<file path="config.mk">
export PLATFORM = sky130hd
export DESIGN_NAME = aes_sub_bytes_engine
export DESIGN_NICKNAME = d
export VERILOG_FILES = /design/src/rtl/aes_sub_bytes_engine.sv
export SDC_FILE = /design/constraint.sdc
export NUM_CORES = 2
export LEC_CHECK = 0
export ABC_CLOCK_PERIOD_IN_PS = 21800
export CAP_MARGIN = 20
export CORE_ASPECT_RATIO = 0.6
export CORE_MARGIN = 2
export CORE_UTILIZATION = 65
export CTS_CLUSTER_SIZE = 14
export DETAILED_ROUTE_END_ITERATION = 12
export PLACE_DENSITY = 0.84
export SLEW_MARGIN = 20
export SYNTH_ARGS = -nofsm -noshare
export SYNTH_HDL_FRONTEND = slang
export SYNTH_SLANG_ARGS = --single-unit
</file>
<file path="constraint.sdc">
create_clock -name clk -period 21.8 [get_ports clk]
set_input_delay 4.36 -clock clk [delete_from_list [all_inputs] [get_ports clk]]
set_output_delay 4.36 -clock clk [all_outputs]
set_load 0.02 [all_outputs]
</file>
<file path="src/rtl/aes_sub_bytes_engine.sv">
// aes_sub_bytes_engine: iterative AES SubBytes / InvSubBytes over a 128-bit state
// Parameters:
//   LANES  bytes substituted per cycle (1, 2, 4, 8 or 16)
//   PIPE   0: lookup written back in the same cycle; 1: one register stage after lookup
// Ports:
//   clk, rst_n           clock (rising edge), synchronous active-low reset
//   in_valid/in_ready    input handshake; in_ready is high only in IDLE
//   in_mode              0 = SubBytes, 1 = InvSubBytes (sampled at accept)
//   in_data              input state, byte 0 at the MSB
//   out_valid/out_ready  output handshake
//   out_data             substituted state, same byte ordering, held while out_valid
//   busy                 high while running or holding a result
module aes_sub_bytes_engine #(
    parameter int LANES = 4,
    parameter int PIPE  = 0
) (
    input  logic         clk,
    input  logic         rst_n,
    input  logic         in_valid,
    output logic         in_ready,
    input  logic         in_mode,
    input  logic [127:0] in_data,
    output logic         out_valid,
    input  logic         out_ready,
    output logic [127:0] out_data,
    output logic         busy
);
    localparam int NG = 16 / LANES;
    localparam int CW = NG > 1 ? $clog2(NG) : 1;
    localparam int LB = $clog2(LANES);

    if (!(LANES == 1 || LANES == 2 || LANES == 4 || LANES == 8 || LANES == 16) || (PIPE != 0 && PIPE != 1)) begin : g_bad
        $error("aes_sub_bytes_engine: LANES must be 1,2,4,8,16 and PIPE 0 or 1");
    end

    typedef enum logic [1:0] {IDLE, RUN, DONE} state_t;

    function automatic logic [7:0] xt(input logic [7:0] a);
        return {a[6:0], 1'b0} ^ (a[7] ? 8'h1b : 8'h00);
    endfunction

    function automatic logic [7:0] gmul(input logic [7:0] a, input logic [7:0] b);
        logic [7:0] p, x;
        p = '0;
        x = a;
        for (int i = 0; i < 8; i++) begin
            p = b[i] ? p ^ x : p;
            x = xt(x);
        end
        return p;
    endfunction

    // multiplicative inverse as a^254 (a^2 * a^4 * ... * a^128); maps 0 to 0
    function automatic logic [7:0] ginv(input logic [7:0] a);
        logic [7:0] r, s;
        r = 8'h01;
        s = a;
        for (int i = 0; i < 7; i++) begin
            s = gmul(s, s);
            r = gmul(r, s);
        end
        return r;
    endfunction

    function automatic logic [7:0] rl(input logic [7:0] b, input int n);
        return (b << n) | (b >> (8 - n));
    endfunction

    // forward: inverse then affine; inverse: inverse affine then inverse
    function automatic logic [7:0] sub(input logic [7:0] x, input logic m);
        logic [7:0] y;
        y = ginv(m ? rl(x, 1) ^ rl(x, 3) ^ rl(x, 6) ^ 8'h05 : x);
        return m ? y : y ^ rl(y, 1) ^ rl(y, 2) ^ rl(y, 3) ^ rl(y, 4) ^ 8'h63;
    endfunction

    state_t        s, s_n;
    logic [7:0]    dat [16];
    logic [7:0]    dat_n [16];
    logic [CW-1:0] c;
    logic          md, pv, dr, acc, last, wv;
    logic [7:0]    pr [LANES];
    logic [7:0]    lk [LANES];
    logic [7:0]    wd [LANES];
    logic [3:0]    base, pb, wb;
    logic [127:0]  od, pk;

    assign in_ready  = s == IDLE;
    assign out_valid = s == DONE;
    assign busy      = s != IDLE;
    assign out_data  = od;
    assign acc       = s == IDLE && in_valid;

    always_comb begin
        base = 4'(c) << LB;
        dat_n = dat;
        pk = '0;
        wb = PIPE != 0 ? pb : base;
        wv = PIPE != 0 ? pv : s == RUN;
        // with PIPE the drain flag marks the cycle that writes the final group
        last = PIPE != 0 ? dr : c == CW'(NG - 1);
        for (int j = 0; j < LANES; j++) begin
            lk[j] = sub(dat[base | 4'(j)], md);
            wd[j] = PIPE != 0 ? pr[j] : lk[j];
            if (wv) dat_n[wb | 4'(j)] = wd[j];
        end
        for (int i = 0; i < 16; i++) pk[127 - 8*i -: 8] = dat_n[i];
        s_n = acc ? RUN : (s == RUN && last) ? DONE : (s == DONE && out_ready) ? IDLE : s;
    end

    always_ff @(posedge clk) begin
        if (!rst_n) begin
            s  <= IDLE;
            c  <= '0;
            md <= 1'b0;
            pv <= 1'b0;
            dr <= 1'b0;
            pb <= '0;
            od <= '0;
            for (int j = 0; j < LANES; j++) pr[j] <= '0;
            for (int i = 0; i < 16; i++) dat[i] <= '0;
        end else begin
            s <= s_n;
            for (int i = 0; i < 16; i++) dat[i] <= acc ? in_data[127 - 8*i -: 8] : dat_n[i];
            if (acc) begin
                md <= in_mode;
                c  <= '0;
                pv <= 1'b0;
                dr <= 1'b0;
            end
            if (s == RUN && !dr) begin
                c  <= c == CW'(NG - 1) ? '0 : c + 1'b1;
                pr <= lk;
                pb <= base;
                pv <= 1'b1;
                dr <= PIPE != 0 && c == CW'(NG - 1);
            end
            if (s == RUN && dr) begin
                pv <= 1'b0;
                dr <= 1'b0;
            end
            // result register is loaded only with the completed state
            if (s == RUN && s_n == DONE) od <= pk;
        end
    end
endmodule
</file>
==> Yosys cells after proc, flatten, opt, wreduce, memory -nomap -nowiden <==
Cells that the tools add are included.
{ "word_totals": {"register_bits": 261, "wordCells": 1734} }
{ "op_classes": {"n_mux": 870, "n_reduce_logical": 11, "order_cmp": 8, "n_bitwise": 820, "n_eq_ne": 4, "n_addsub": 1} }
{ "op_table": {"columns": ["op", "count"], "rows": [
  ["$mux W8", 456],
  ["$xor A8 B8 Y8", 388],
  ["$xor A8 B5 Y8", 364],
  ["$mux W5", 368],
  ["$bwmux W128", 4],
  ["$mux W128", 4],
  ["$bmux W8 S4", 4],
  ["$demux W8 S4", 4],
  ["$or A8 B1 Y8", 8],
  ["$or A8 B3 Y8", 8],
  ["$or A8 B2 Y8", 4],
  ["$or A8 B4 Y8", 4],
  ["$or A8 B6 Y8", 4],
  ["$mux W7", 4],
  ["$not A1 Y1 const A", 28],
  ["$mux W6", 4],
  ["$ge A5 B5 Y1 const B", 4],
  ["$lt A5 B1 Y1 const B", 4],
  ["$mux W2", 10],
  ["$not A4 Y5", 4],
  ["$mux W4", 4],
  ["$not A4 Y4", 4],
  ["$mux W3", 4],
  ["$logic_and A1 B1 Y1", 8],
  ["7 further kinds", 16]
]} }

==> Depth between registers and ports, before layout <==
{ "logic_depth": {"word_depth": 152, "depth_mapped": 82, "ltp_nobuf": 66} }

==> Worst setup path before layout <==
Ideal clock, no wire load.
{ "synth_timing": {"path_type": "register to register", "from": "register c[0]", "to": "register dat[33] (netlist name)", "t_arrival_ns": 18.138, "setup_ns": 0.070, "t_required_ns": 21.730, "path_buffers": 17, "period_less_slack_ns": 18.209, "setup_slack_ns": 3.591, "path_stages_with_launch": 74, "path_cell_list": "dfxtp_1 buf_6 buf_12 buf_8 buf_6 mux4_2 buf_2 xor3_1 mux2i_2 inv_2 clkbuf_1 ha_1 clkbuf_1 xnor2_1 xnor2_1 nor2_1 o21a_1 nor2_1 [38 not listed] a21oi_1 xnor2_1 clkbuf_1 nor2_1 xnor2_1 clkbuf_1 xor2_1 mux2i_1 o22ai_1 xnor2_1 xor2_1 xor2_1 xnor2_1 nand2_1 xnor2_1 nor2_1 or3_1 a21oi_1"} }
{ "synth_via": {"elab_chain_len": 149} }
{ "synth_rtl": {"columns": ["item", "line", "source"], "rows": [
  ["start, declared", "79", "logic [CW-1:0] c;"],
  ["start signal, assigned", "131", "c <= c == CW'(NG - 1) ? '0 : c + 1'b1;"],
  ["$not A4 Y5 (not written as such)", "102, 104", null],
  ["$bmux W8 S4", "102", "lk[j] = sub(dat[base | 4'(j)], md);"],
  ["$mux W8 (not written as such) (2 in series)", "102", null],
  ["$or A8 B1 Y8 / $or A8 B3 Y8 (equally long branches)", "66", "return (b << n) | (b >> (8 - n));"],
  ["$xor A8 B8 Y8 (2 in series)", "72", "y = ginv(m ? rl(x, 1) ^ rl(x, 3) ^ rl(x, 6) ^ 8'h05 : x);"],
  ["$not A2 Y2 (no line)", null, null],
  ["$mux W8", "72", null],
  ["$mux W8", "47", "p = b[i] ? p ^ x : p;"],
  ["[131 not listed]", null, null],
  ["$mux W128", "104", "if (wv) dat_n[wb | 4'(j)] = wd[j];"],
  ["$bwmux W128", "104", null],
  ["$mux W128", "104", null],
  ["$bwmux W128", "104", null],
  ["$mux W128", "104", null],
  ["$bwmux W128", "104", null],
  ["$mux W128 *", "104", null],
  ["$mux W8 *", "123", "for (int i = 0; i < 16; i++) dat[i] <= acc ? in_data[127 - 8*i -: 8] : dat_n[i];"],
  ["end, declared", "77", "logic [7:0] dat [16];"]
]} }
Mark *: on every way between the ends. The rest lies on a longest branch, timed or not. The select of a mux whose other input is x is not followed.
A chain may end at the register's enable or synchronous reset.

==> Worst setup path in the final report <==
{ "layout_timing": {"from": "register c[0]", "to": "register dat[13] (netlist name)"} }
Same word-level chain as after synthesis.

==> flow_metrics.py <==
metrics = {
    "layout": {
        "layout-drive-gt1-share": 0.09468,
        "layout_commonest_cell": "xnor2_1",
        "stdcell_area_um2": 77160,
        "synthToLayoutAreaGrowth_pct": 7.755,
        "final_cell_mix": "xnor2_1 (1,540), nor2_1 (1,314), nand2_1 (1,004)",
        "layout.nets": 9681,
        "fin_cells": 10980,
    },
    "logic_synthesis": {
        "muxShareOfSynthArea": 0.05640,
        "synth_compound_area_frac": 0.2082,
        "synth_xor_area_frac": 0.4054,
        "synth-simple-area-share": 0.2043,
        "ys_seq_area_frac": 0.07297,
        "synth_area_um2": 71610,
        "syn_nets": 9746,
        "ys_types": 139,
        "ys_ff_latch": 261,
        "synth_ff_type": "dfxtp_1",
        "synth_edf_count": 0,
        "synth_adder_area_share": 0.005591,
        "ys_warn_count": 0,
        "synth_cells": 9581,
        "async_flop_share": 0,
        "synth_top_family_by_area": "XOR/XNOR gates",
        "syn_avg_cell_area_um2": 7.474,
    },
    "drt": {
        "wl_um": 245700,
        "vias": 74650,
        "wl_per_cell_um": 22.38,
        "dr.first_iter.drc_count": 12000,
        "viasPerCell": 6.800,
        "antenna_left": 0,
        "dr.pass1.iters": 9,
        "drc_errors": 0,
    },
    "job": {
        "max_cap_violations": 0,
    },
    "placed_design": {
        "portBuffers": 263,
        "dp.final_hpwl_um": 181600,
        "gp_congestion": 1.059,
        "placed_area_um2": 75890,
        "dp_cells": 10920,
    },
    "worst_setup_path": {
        "crit_arrival_ns": 21.33,
        "max_stage_delay_ns": 0.73,
        "endpoint_kind": "flip-flop",
        "r2r-start": "c[0]",
        "crit_type": "flip-flop to flip-flop",
        "worst_path_max_delay_cell": "mux4_2",
        "worstPathRequired_ns": 22.29,
        "crit_fanout": 16,
        "start_kind": "flip-flop",
        "crit_start": "c[0]",
        "crit_top_cell": "xnor2_1",
    },
    "floorplan": {
        "fp.dieH_um": 261.1,
        "io_pins": 264,
        "start_util": 0.6547,
        "num_rows": 94,
        "die_area_um2": 112900,
        "dieWidth_um": 432.5,
        "coreArea_um2": 109400,
    },
    "worst_hold_path": {
        "hold_class": "flip-flop to flip-flop",
        "worstHoldStart": "out_data[122]",
    },
    "cts": {
        "htreeDepth": 1,
        "numCtsBuffers": 30,
        "cts-root-buf": "clkbuf_16",
        "cts_tree": "done",
        "clkTransAtPathRegs_ns": 0.07,
        "clk_path_buf_depth": 3,
        "clk-insertion-delay-late_ns": 0.60,
        "cts.sinks": 261,
    },
    "timing": {
        "period_share": 0.9561,
        "min_period_ns": 20.84,
        "fmax_mhz": 47.98,
        "skew_ns": 0.01583,
        "final.setup.tns_ns": 0,
        "hold_violations": 0,
        "tightestPinTransition_ns": 1.140,
        "relSlewSlack": 0.2397,
        "drv_slew": 0,
        "setup_viol": 0,
        "rsz0062_at_grt": "false",
    },
    "global_route": {
        "antenna_found_initial": 5,
        "grt.overflow.total": 0,
        "grt_usage": 0.4110,
        "grt_pass1_wl_um": 381200,
        "grt_max_degree": 92,
        "grt_pass1_vias": 67300,
    },
    "status": {
        "status": "finished clean",
    },
}
==> path summary, 6_finish.rpt <==
| path | to | slack (ns) | cells after the start |
|---|---|---|---|
| hold reg to reg | out_data[122] | 0.46 | 2 |
| setup reg to reg | dat[13] | 0.96 | 62 |
| setup / recovery | dat[13] | 0.96 | 62 |
| hold / removal | out_data[122] | 0.46 | 2 |
==> Yosys cell counts (61+ instances only) <==
| cell type | number | area share |
|---|---|---|
| or3_1 | 71 | 0.0062 |
| and2_1 | 74 | 0.0065 |
| buf_2 | 119 | 0.0083 |
| xnor2_1 | 1593 | 0.19 |
| mux2i_1 | 233 | 0.033 |
| o21ai_1 | 69 | 0.0048 |
| xnor3_1 | 284 | 0.089 |
| a211oi_1 | 103 | 0.011 |
| o21ai_0 | 471 | 0.033 |
| a22oi_1 | 71 | 0.0074 |
| xnor2_2 | 122 | 0.028 |
| nand4_1 | 74 | 0.0065 |
| dfxtp_1 | 261 | 0.073 |
| nor3_1 | 210 | 0.015 |
| nand3_1 | 258 | 0.018 |
| a31oi_1 | 147 | 0.013 |
| nand2_1 | 1006 | 0.053 |
| nor2_1 | 1315 | 0.069 |
| o22ai_1 | 110 | 0.0096 |
| o211ai_1 | 121 | 0.013 |
| buf_1 | 61 | 0.0032 |
| clkbuf_1 | 452 | 0.024 |
| xor2_1 | 429 | 0.052 |
| inv_1 | 61 | 0.0032 |
| a21oi_1 | 603 | 0.042 |
==> cell type report <==
| cell class | instances | area, µm² |
|---|---|---|
| repair buffers | 592 | 5157 |
| flip-flops and latches | 261 | 5236 |
| multi-input cells | 8534 | 63600 |
| inverters | 97 | 366.6 |
| clock buffers | 42 | 908.4 |
| clock inverters | 11 | 88.84 |
| fillers | 8921 | 32220 |
| diodes | 1 | 2.502 |
| well taps | 1440 | 1802 |
==> through the flow <==
step	utilization	hold WS [ns]	worst slack, ns
after floorplan	-	0.4548	3.591
after global placement	0.6938	0.4414	1.318
after detailed placement	0.6938	0.4461	0.4698
after CTS	0.7029	0.4550	0.3744
after global routing	0.7054	0.4782	0.06890
final	0.7054	0.4567	0.9571
==> registers in the layout, summed over array words and instances (netlist names) <==
register and cells:
c 2, dat 128, md 1, out_data 128
s 2
==> critical path, delay by kind of cell (launching register included) <==
| family | cells | cell delay, ns |
|---|---|---|
| AOI/OAI and AO/OA | 16 | 3.72 |
| and+or+nand+nor | 9 | 2.68 |
| adders and majority gates | 2 | 0.82 |
| xor gates and xnor gates | 29 | 10.58 |
| buffers and inverters | 2 | 0.38 |
| muxes | 4 | 1.77 |
| DFF | 1 | 0.70 |
==> per-layer routing <==
metal / GRT usage / wire (µm)
met1: 0.5934 / 99210
met2: 0.5970 / 101000
met3: 0.09028 / 34580
met4: 0.1522 / 10900
met5: 0 / 48
==> repair_timing <==
item,4_1_cts,5_1_grt
hold endpoints to repair,0,0
endpoints found under the setup margin,0,203
buffers inserted,0,3
resized for setup,0,18
hold buffers,0,0
==> kinds of logic after synthesis <==
family	after synthesis
buffers and inverters	786
flip-flops	261
AO/OA/AOI/OAI	2290
adder cells (fa/ha/maj)	32
AND/OR/NAND/NOR	3319
XOR/XNOR	2555
multiplexers	338
Power is not shown: default switching activity piles up to over one toggle a cycle in this logic, so the estimate is an artifact.
